==> config.mk <==
export PLATFORM = sky130hd
export DESIGN_NAME = uvmt_dadder_bcd_chkr
export DESIGN_NICKNAME = d
export VERILOG_FILES = /design/src/rtl/uvmt_dadder_bcd_chkr.sv
export SDC_FILE = /design/constraint.sdc
export NUM_CORES = 1
export LEC_CHECK = 0
export ABC_CLOCK_PERIOD_IN_PS = 16300
export CORE_UTILIZATION = 41
export CTS_CLUSTER_SIZE = 24
export DETAILED_ROUTE_END_ITERATION = 10
export SKIP_LAST_GASP = 1
export SYNTH_ARGS = -nofsm -noshare
export SYNTH_HDL_FRONTEND = slang
export SYNTH_SLANG_ARGS = --single-unit
==> constraint.sdc <==
create_clock -name clk -period 16.3 [get_ports clk]
set_clock_uncertainty 0.05 [all_clocks]
set_input_delay 1.63 -clock clk [delete_from_list [all_inputs] [get_ports clk]]
set_output_delay 1.63 -clock clk [all_outputs]
set_load 0.02 [all_outputs]
==> src/rtl/uvmt_dadder_bcd_chkr.sv <==
// Reference checker for the decimal adder/subtracter: predicts each BCD result, queues it in
// order, and scores DUT output beats for mismatch, overflow, underflow and timeout errors.
module uvmt_dadder_bcd_chkr #(
  parameter int unsigned NUM_DIGITS  = 4,
  parameter int unsigned DEPTH       = 8,
  parameter int unsigned MAX_LATENCY = 16,
  parameter int unsigned CNT_W       = 16,
  parameter bit          STOP_ON_ERR = 1'b0,
  localparam int unsigned W  = 4 * NUM_DIGITS,
  localparam int unsigned LW = $clog2(DEPTH) + 1
) (
  input  logic             clk,
  input  logic             reset,
  input  logic             in_valid,
  input  logic             in_op,
  input  logic [W-1:0]     in_a,
  input  logic [W-1:0]     in_b,
  input  logic             out_valid,
  input  logic [W-1:0]     out_result,
  input  logic             out_cb,
  output logic             mismatch,
  output logic             err_sticky,
  output logic             fail,
  output logic [LW-1:0]    level,
  output logic [CNT_W-1:0] match_cnt,
  output logic [CNT_W-1:0] err_cnt,
  output logic [CNT_W-1:0] illegal_cnt
);

  localparam int unsigned PW = $clog2(DEPTH);
  localparam int unsigned AW = $clog2(MAX_LATENCY + 1);
  localparam int unsigned EW = W + 1;

  typedef enum logic [0:0] {StRun, StFail} state_e;

  state_e           state_q, state_d;
  logic [EW-1:0]    mem_q [DEPTH];
  logic [PW-1:0]    wr_ptr_q, wr_ptr_d, rd_ptr_q, rd_ptr_d;
  logic [LW-1:0]    level_q, level_d;
  logic [AW-1:0]    age_q, age_d;
  logic             mismatch_q, mismatch_d;
  logic             err_sticky_q, err_sticky_d;
  logic [CNT_W-1:0] match_cnt_q, match_cnt_d;
  logic [CNT_W-1:0] err_cnt_q, err_cnt_d;
  logic [CNT_W-1:0] illegal_cnt_q, illegal_cnt_d;

  logic [W-1:0]  exp_res;
  logic          exp_cb;
  logic          in_legal;
  logic [3:0]    da, db;
  logic [4:0]    dsum;
  logic          cy;

  logic          run, empty, full;
  logic [EW-1:0] head;
  logic          do_pop, underflow, timeout, cmp_bad, cmp_ok;
  logic          push_req, illegal, do_push, overflow, err_evt, remove;

  function automatic logic [CNT_W-1:0] sat_inc(input logic [CNT_W-1:0] v, input logic en);
    return (en && (v != {CNT_W{1'b1}})) ? v + CNT_W'(1) : v;
  endfunction

  // Digit-serial ripple; subtraction borrows 10 per digit, giving the ten's complement result.
  always_comb begin
    exp_res  = '0;
    in_legal = 1'b1;
    cy       = 1'b0;
    da       = '0;
    db       = '0;
    dsum     = '0;
    for (int i = 0; i < NUM_DIGITS; i++) begin
      da = in_a[4*i +: 4];
      db = in_b[4*i +: 4];
      if ((da > 4'd9) || (db > 4'd9)) in_legal = 1'b0;
      if (!in_op) begin
        dsum = {1'b0, da} + {1'b0, db} + {4'b0, cy};
        cy   = (dsum > 5'd9);
        if (cy) dsum = dsum - 5'd10;
      end else begin
        dsum = {1'b0, da} - {1'b0, db} - {4'b0, cy};
        cy   = dsum[4];
        if (cy) dsum = dsum + 5'd10;
      end
      exp_res[4*i +: 4] = dsum[3:0];
    end
    exp_cb = cy;
  end

  assign run       = (state_q == StRun);
  assign empty     = (level_q == '0);
  assign full      = (level_q == LW'(DEPTH));
  assign head      = mem_q[rd_ptr_q];
  assign do_pop    = run & out_valid & ~empty;
  assign underflow = run & out_valid & empty;
  // A pop in the same cycle as expiry wins; the head is compared rather than discarded.
  assign timeout   = run & ~out_valid & ~empty & (age_q == AW'(MAX_LATENCY));
  assign cmp_bad   = do_pop & (head != {out_result, out_cb});
  assign cmp_ok    = do_pop & ~cmp_bad;
  assign remove    = do_pop | timeout;
  assign push_req  = run & in_valid & in_legal;
  assign illegal   = run & in_valid & ~in_legal;
  assign do_push   = push_req & (~full | remove);
  assign overflow  = push_req & ~do_push;
  assign err_evt   = cmp_bad | overflow | underflow | timeout;

  always_comb begin
    state_d       = state_q;
    wr_ptr_d      = wr_ptr_q + PW'(do_push);
    rd_ptr_d      = rd_ptr_q + PW'(remove);
    level_d       = level_q;
    age_d         = age_q;
    mismatch_d    = cmp_bad;
    err_sticky_d  = err_sticky_q | err_evt;
    match_cnt_d   = sat_inc(match_cnt_q, cmp_ok);
    err_cnt_d     = sat_inc(err_cnt_q, err_evt);
    illegal_cnt_d = sat_inc(illegal_cnt_q, illegal);

    unique case ({do_push, remove})
      2'b10:   level_d = level_q + LW'(1);
      2'b01:   level_d = level_q - LW'(1);
      default: level_d = level_q;
    endcase

    if (run) begin
      if (remove || empty) age_d = '0;
      else                 age_d = age_q + AW'(1);
      if (err_evt && STOP_ON_ERR) state_d = StFail;
    end
  end

  always_ff @(posedge clk) begin
    if (reset) begin
      state_q       <= StRun;
      wr_ptr_q      <= '0;
      rd_ptr_q      <= '0;
      level_q       <= '0;
      age_q         <= '0;
      mismatch_q    <= 1'b0;
      err_sticky_q  <= 1'b0;
      match_cnt_q   <= '0;
      err_cnt_q     <= '0;
      illegal_cnt_q <= '0;
    end else begin
      state_q       <= state_d;
      wr_ptr_q      <= wr_ptr_d;
      rd_ptr_q      <= rd_ptr_d;
      level_q       <= level_d;
      age_q         <= age_d;
      mismatch_q    <= mismatch_d;
      err_sticky_q  <= err_sticky_d;
      match_cnt_q   <= match_cnt_d;
      err_cnt_q     <= err_cnt_d;
      illegal_cnt_q <= illegal_cnt_d;
    end
  end

  always_ff @(posedge clk) begin
    if (do_push && !reset) mem_q[wr_ptr_q] <= {exp_res, exp_cb};
  end

  assign mismatch    = mismatch_q;
  assign err_sticky  = err_sticky_q;
  assign fail        = (state_q == StFail);
  assign level       = level_q;
  assign match_cnt   = match_cnt_q;
  assign err_cnt     = err_cnt_q;
  assign illegal_cnt = illegal_cnt_q;

endmodule
# [Yosys cells after proc, flatten, opt, wreduce, memory -nomap -nowiden]
# Memories as Yosys holds them, arrays and structs flattened. A register that Yosys moved wholly into a read port is not among the register bits.
# Index checks and enable logic that the tools add are counted.
[totals] output_inout_bits=55 n_memories=1 elab_cells=119 reg_bits=65 input_bits=54 ramBits=136
[mem_list] name="mem_q" words=8 word_bits=17 rd=1 rd_clocked_by_memory_dff=1 write_ports=1 line_no="37" source="logic [EW-1:0] mem_q [DEPTH];"
[op_classes] order_cmp=12 eq_ne=8 bitwise=22 n_reduce_logical=13 muxes=24 add_sub_neg=30
[ops] cell="$add A16 B1 Y16 const B" n=3
[ops] cell="$mux W4" n=12
[ops] cell="$ne A16 B16 Y1 const B" n=3
[ops] cell="$gt A4 B4 Y1 const B" n=8
[ops] cell="$add A4 B4 Y5" n=4
[ops] cell="$gt A5 B4 Y1 const B" n=4
[ops] cell="$sub A4 B4 Y5" n=4
[ops] cell="$ne A17 B17 Y1" n=1
[ops] cell="$add A4 B4 Y4 const B" n=4
[ops] cell="$sub A4 B4 Y4 const B" n=4
[ops] cell="$add A5 B1 Y5" n=3
[ops] cell="$sub A5 B1 Y5" n=3
[ops] cell="$and A1 B1 Y1" n=10
[ops] cell="$mux W1" n=10
[ops] cell="$pmux W4 S2" n=1
[ops] cell="$add A3 B1 Y3" n=2
[ops] cell="$not A1 Y1" n=6
[ops] cell="$or A1 B1 Y1" n=6
[ops] cell="$add A5 B1 Y5 const B" n=1
[ops] cell="$eq A5 B5 Y1 const B" n=1
[ops] cell="$logic_or A1 B1 Y1" n=5
[ops] cell="$add A4 B1 Y4 const B" n=1
[ops] cell="$eq A4 B4 Y1 const B" n=1
[ops] cell="$logic_and A1 B1 Y1" n=4
[ops] cell="other kinds (8)" n=8

# [Logic depth before layout (Yosys ltp)]
# Gate-level depths: netlist of the first run.
[depth] depth_word=14 depth_mapped=38 depth_no_buf=38

# [Worst setup path before layout of the first run]
# No wires, ideal clock.
[synth_path] path_kind="in2reg" from="in in_a[0]" to="mem mem_q[0][16] in the netlist's numbering (data pin)" arrival_ps=8942 path_slack_ps=7043 t_required_ps=15985 cell_stages=37 setup_ps=265 cell_sequence="ha_1 inv_1 fa_1 xnor2_1 ha_1 o21ai_0 a311o_1 o21a_1 inv_1 fa_1 inv_1 fa_1 xor2_1 ha_1 a22oi_1 a211o_1 o21a_1 inv_1 fa_1 inv_1 fa_1 xor2_1 ha_1 a22oi_1 a211o_1 o21a_1 inv_1 fa_1 inv_1 fa_1 xor2_1 ha_1 a22oi_1 a211oi_1 nor2_1 xnor2_1 o21ai_0"
[synth_between] elab_chain_cells=13
[synth_rtl] item="from (decl)" line_no="16" source="input logic [W-1:0] in_a,"
[synth_rtl] item="$add A4 B4 Y5" line_no="76" source="dsum = {1'b0, da} + {1'b0, db} + {4'b0, cy};"
[synth_rtl] item="$gt A5 B4 Y1" line_no="77" source="cy = (dsum > 5'd9);"
[synth_rtl] item="$mux W1 (*)" line_no="75" source="if (!in_op) begin"
[synth_rtl] item="$add A5 B1 Y5" line_no="76"
[synth_rtl] item="$gt A5 B4 Y1" line_no="77"
[synth_rtl] item="$mux W1 (*)" line_no="75"
[synth_rtl] item="$add A5 B1 Y5" line_no="76"
[synth_rtl] item="$gt A5 B4 Y1" line_no="77"
[synth_rtl] item="$mux W1 (*)" line_no="75"
[synth_rtl] item="$add A5 B1 Y5 / $sub A5 B1 Y5 (equally long branches)" line_no="76, 80"
[synth_rtl] item="$sub A4 B4 Y4 (tied with other cells)" line_no="78" source="if (cy) dsum = dsum - 5'd10;"
[synth_rtl] item="$mux W4, on equally long branches" line_no="78, 82"
[synth_rtl] item="$mux W4 (*)" line_no="75"
[synth_rtl] item="via dsum[3]" line_no="51" source="logic [4:0] dsum;"
[synth_rtl] item="to (decl)" line_no="37"
# Mark *: on every way through the listed nets, which the timed path passes. The rest lies on a longest branch.

# [Worst setup path after layout of the first run]
[layout_path] from="in in_a[1]" to="mem mem_q[2][16] in the netlist's numbering (data pin)"
# The elaborated chain is that of the path after synthesis.

==> metrics.txt, run 1 <==
Setup Crit Path Kind in2reg; Worst-Skew Late Latency approximately 0.5 ns; die outline height between 150 and 200 um; FFs w/ async S/R, synth 0%; initial drt markers about 450; Net Count, Synth 1,038; DIE AREA 26,700 um^2; area share of the largest cell type after synthesis a little under two fifths; Residual DRC 0; first-pass GRT wire length 37.2 mm; CP Max Fanout 8; RSZ-0062 raised after global routing no; status complete, no violations; CP arrival roughly 10 ns; drt first pass iters 7; Seq/Total Area, Yosys approximately half; Vias between 7,000 and 8,000; Worst-path clk slew approximately 0.06 ns; Worst path max stage delay 0.60 ns; final period utilization a little over 60%; Fin Setup TNS 0 ns; filler cell count ~2,200; Syn-to-layout area delta 19.5%; RR Startpoint rd_ptr_q[1]$_SDFF_PP0_; Multi-input gate area 4860 um^2; antenna violations before repair 0; main flop type after synthesis edfxtp_1; WHS 0.415 ns; Critical-path top delay cell clkdlybuf4s50_1; Ports ~110; Rows between 50 and 60; P_leak approximately 4.4 nW; synth cell count leaders edfxtp_1, dfxtp_1, nor2_1; worst hold path depth 1; Total Wirelength roughly 23 mm; Synth Cell Area roughly 11,000 um^2; R2R setup slack 12.18 ns; #FFs+latches synth 201; Max Fclk a little under 100 MHz; root buffer cell clkbuf_16; GPL Wtd Cong a little under 0.8; cells after synthesis ~910; Num CTS Buffers 21; # Max-Cap Violations 0; grt ovf 0; worst path required time 16.45 ns; Hold Path Class reg2reg; Final Critical Period 10.13 ns; Ys Warns 0; H-Tree Depth 1; post-synthesis area per instance ~12 um^2; cell taking the most area after synthesis edfxtp_1; setup repair bufs after CTS 0; CTS hold repair buffers 0; Vias/cell between 5 and 6; vias in the first global route 6,959; PwrDens 98.4 nW/um^2; Hold Vio Cnt, Final 0; number of synthesized flops with an enable pin roughly 140; largest cells by area after synthesis edfxtp_1, dfxtp_1, ha_1, xnor2_1, mux2i_1; Max clock buf depth 3; Final Max Tran Viols 0; share of cells above drive strength 1 8.12%; ANT nets after route 0; pin count of the biggest net entering global routing 67; DP HPWL ~16 mm; Initial Util 42.2%; Final #Nets 1,146; r2r endpoint err_cnt[9]$_SDFFE_PP0P_; DR WL/cell ~17 um; R2R depth 9; core box area roughly 25,000 um^2; Netlist cell types 56; TritonCTS clock tree yes; Final WS setup just over 6 ns; Overall Global Routing Usage 17.8%; Worst-Margin Slew around 1.3 ns; clock sink count roughly 200; hold_sp age_q[0]$_SDFF_PP0_; Chip Width 163 um; Peak supply drop about 0.076 mV; count leader, synth edfxtp_1; worst relative slew slack between 10% and 20%; flip-flop and latch area 5390 um^2; Worst Hold End age_q[0]$_SDFF_PP0_; setup violators final 0; Setup crit start kind primary input; number of port buffers 107; endpoint type of the worst setup path register; Place WS about 5.6 ns; post-cts sizing count 0
layer usage:
metal  track usage, %  part of all wire, %
met5                0                    0
met4             4.72                  1.8
met1             24.7                   48
met3             2.01                  3.8
met2             29.3                   47
where the power goes:
part | total (W) | internal [W] | switching [W] | leakage [nW]
Clock | 0.000467 | 0.000277 | 0.000190 | 0.328
Sequential | 0.000585 | 0.000584 | 0.00000197 | 1.75
Combinational | 0.000202 | 0.0000821 | 0.000120 | 2.35
Total | 0.00125 | 0.000942 | 0.000313 | 4.43
final cells by class:
class | instances | area share [%]
clock inverter | 8 | 0.755
clock buffer | 29 | 4.46
timing repair buffer | 123 | 9.30
inverter | 64 | 1.88
sequential | 201 | 42.2
antenna | 1 | 0.0196
tap | 330 | 3.24
multi-input combinational | 610 | 38.1
cell families (layout without fill, tap and decap cells):
logic type,Yosys count,in the layout,share of synthesized area [%]
other cells,1,2,0.0351
xor+xnor,72,72,5.91
mux,74,74,9.07
buf+inv,102,224,4.18
compound gates,150,150,8.70
simple gates,242,242,12.3
fa+ha+maj,71,71,9.38
flops,201,201,50.4
worst max-delay path, delay by kind of cell:
kind,cells,cell delay [ns]
AOI/OAI and AO/OA,12,3.28
and+or+nand+nor,1,0.11
adders and majority gates,11,2.98
xor gates and xnor gates,5,1.19
buffers and inverters,8,1.08
how the worst max path moves through the flow:
stage | start | end | slack (ns) | cells past startpoint
2_1_floorplan | in_a[0] | mem_q[0][16]$_DFFE_PP_ | 7.04 | 37
6_report | in_a[1] | mem_q[2][16]$_DFFE_PP_ | 6.17 | 37
4_1_cts | in_a[1] | mem_q[6][16]$_DFFE_PP_ | 6.17 | 37
3_5_place_dp | in_a[1] | mem_q[0][16]$_DFFE_PP_ | 5.64 | 37
5_1_grt | in_a[1] | mem_q[6][16]$_DFFE_PP_ | 5.39 | 37
3_3_place_gp | in_a[1] | mem_q[2][16]$_DFFE_PP_ | 5.97 | 37
cell usage in the layout (no fill, tap or decap), drive strengths merged, types with 4 or more instances in the layout:
master           n
a21o             4
a21oi           49
a22o             4
a31oi            4
and2             4
and3             5
and4            10
buf             17
clkbuf          29
clkdlybuf4s50  106
clkinv           4
dfxtp           65
edfxtp         136
fa              15
ha              56
inv             66
mux2            22
mux2i           36
mux4            16
nand2           35
nand2b          10
nand3           20
nand3b           4
nand4           13
nor2            65
nor2b           16
nor3            13
nor4             4
o21ai           34
o21bai           4
o22ai            7
o31ai           22
or3             16
or4             22
xnor2           49
xor2            23
sequential cells by signal, indices dropped and copies added, names as in the netlist, 3 cells and up:
register and flops:
age_q 5, err_cnt 16, illegal_cnt 16, level 4
match_cnt 16, mem_q 136, rd_ptr_q 3, wr_ptr_q 3
per-stage QoR:
stage,utilization [%],power [W],instances,area (um^2)
finish,50.4,0.00125,1366,12800
global route,50.4,0.00131,1365,12800
CTS,50.4,0.00127,1365,12800
detailed placement,47.7,0.000801,1328,12100
global placement,47.7,0.000797,1328,12100
floorplan,-,0.000734,913,10700
Note: power is estimated with default switching activity, not from simulation.
==> inputs of run 2 (changes only) <==
ABC_CLOCK_PERIOD_IN_PS = 8300   (was 16300)
clock period = 8.3 ns   (was 16.3 ns; I/O delays follow)
==> run 2 against run 1 <==
Net effect: utilization is 1.8 points higher; global-route usage about the same; die area stayed put; via count increased by 2.0%; sequential power grew 97%; non-clock buffer count rose by 50; flip-flop and latch count is the same; routed wire length increased by 2.2%; register-to-register slack got worse by 8.4 ns; clock-buffer cell count grew 1; final area grew 3.5%; critical path type unchanged; critical endpoint is now mem_q[2][15]$_DFFE_PP_; largest power group unchanged.
==> metrics.txt, run 2 (synthesized netlist as in run 1, its figures left out) <==
first-pass GRT wire length between 30 and 40 mm; R2R setup slack 3.81 ns; Final WS setup about 0.49 ns; H-Tree Depth 1; vias in the first global route roughly 7,000; Power Total roughly 0.0025 W; switching power between 0.0006 and 0.0007 W; switch share approximately 25%; core box area 25,300 um^2; final core utilization 52.2%; TritonCTS clock tree yes; status complete, no violations; crit-path leading delay family adder cells; Crit. Startpoint in_b[1]; Initial Util 42.2%; P_leak around 4.7 nW; r2r endpoint match_cnt[11]$_SDFFE_PP0P_; Num CTS Buffers 21; Vias/cell between 5 and 6; max FFs per register 136; filler cell count 2,212; RR Startpoint rd_ptr_q[0]$_SDFF_PP0_; grt ovf 0; Hold Vio Cnt, Final 0; endpoint type of the worst setup path register; P_int 0.00189 W; Peak supply drop ~0.13 mV; pin count of the biggest net entering global routing 67; Place WS -0.634 ns; commonest non-fill, non-tap cell in the layout edfxtp_1; Setup Crit Path Kind in2reg; most frequent CP cell fa_2; PwrDens 191 nW/um^2; Ports between 100 and 150; Worst-Margin Slew 1.10 ns; Hold Path Class reg2reg; Critical-path top delay cell fa_2; Setup crit start kind primary input; Max Fclk 128 MHz; diode count 0; Setup crit end mem_q[2][15]$_DFFE_PP_; clock sink count approximately 200; DP HPWL 16.4 mm; clock group share of total power between 30% and 40%; RSZ-0062 raised after global routing no; Comb pwr share just under 20%; final period utilization 94.1%; Overall Global Routing Usage 17.7%; CP Max Fanout 8; setup violators final 0; Syn-to-layout area delta 23.7%; initial drt markers about 440; dpl cell area 12,400 um^2; Chip Width 163 um; Fin Setup TNS 0 ns; CP arrival a little over 8 ns; Final Critical Period 7.81 ns; Total Wirelength 23.6 mm; Max clock buf depth 3; Worst-Skew Late Latency about 0.50 ns; worst relative slew slack a little over a quarter; Multi-input gate area between 4000 and 5000 um^2; flip-flop and latch area ~5400 um^2; worst path required time 8.61 ns; Vias around 7,400; die outline height about 160 um; final instance area 13,200 um^2; Biggest register mem_q; number of port buffers roughly 110; most frequent cells in the layout edfxtp_1, clkdlybuf4s50_1, buf_4; Final Max Tran Viols 0; Final #Nets roughly 1,200; antenna violations before repair 0; sequential power share between 40% and 50%; DR WL/cell between 15 and 20 um; GPL Wtd Cong around 0.79; Worst path max stage delay between 0.5 and 0.6 ns; number of cells on the critical path 39; DIE AREA 26,700 um^2; drt first pass iters 5; Residual DRC 0; Rows between 50 and 60; root buffer cell clkbuf_16; # Max-Cap Violations 0; ANT nets after route 0; R2R depth 9; share of cells above drive strength 1 ~15%; number of buffers and inverters on the critical path 12; Worst-path clk slew 0.06 ns
-- run 2: power groups by stage --
stage          logic (W)  registers (W)  clock network (W)
6_report        0.000499        0.00115           0.000873
4_1_cts         0.000478        0.00115           0.000891
3_5_place_dp    0.000473        0.00117                  0
2_1_floorplan   0.000272        0.00117                  0
5_1_grt         0.000556        0.00115           0.000930
3_3_place_gp    0.000463        0.00117                  0
-- run 2: area by class of cell --
class	instances	area share, %
timing repair buffer	173	11.9
clock buffer	30	4.34
inverter	64	1.82
sequential	201	40.8
multi-input combinational	610	37.6
clock inverter	6	0.436
tap	330	3.13
-- run 2: how the worst min path moves through the flow --
stage | depth (start not counted) | slack (ns) | endpoint | startpoint
after CTS | 1 | 0.42 | age_q[0]$_SDFF_PP0_ | age_q[0]$_SDFF_PP0_
final | 1 | 0.41 | age_q[0]$_SDFF_PP0_ | age_q[0]$_SDFF_PP0_
after global routing | 1 | 0.45 | age_q[0]$_SDFF_PP0_ | age_q[0]$_SDFF_PP0_
after detailed placement | 1 | 0.40 | age_q[0]$_SDFF_PP0_ | age_q[0]$_SDFF_PP0_
after global placement | 1 | 0.40 | age_q[0]$_SDFF_PP0_ | age_q[0]$_SDFF_PP0_
after floorplan | 1 | 0.38 | age_q[0]$_SDFF_PP0_ | age_q[0]$_SDFF_PP0_
-- run 2: metal layers --
metal  GRT usage [%]  part of all wire [%]  vias up
met5               0                     0        -
met2            29.7                    48      145
met4            4.38                   1.4        0
met1            24.4                    46     3574
met3            1.96                   4.2       24
li1                -                     -     3649
-- run 2: repair_timing --
item,in CTS,in global routing
setup endpoints to repair,24,32
hold buffers,0,0
pin swaps,0,17
gates resized for setup,3,30
buffers inserted,0,6
-- run 2: per-stage QoR --
step	hold WS (ns)	cells
after floorplan	0.380	913
after global placement	0.400	1372
after detailed placement	0.405	1372
after CTS	0.418	1408
after global routing	0.450	1414
final	0.414	1414
-- run 2: worst reg2reg max path: cells and delay by family, from the launching register on --
| kind | cells | cell delay, ns |
|---|---|---|
| simple gates | 5 | 2.72 |
| compound gates | 3 | 0.71 |
| flops | 1 | 0.48 |
| buf+inv | 1 | 0.47 |
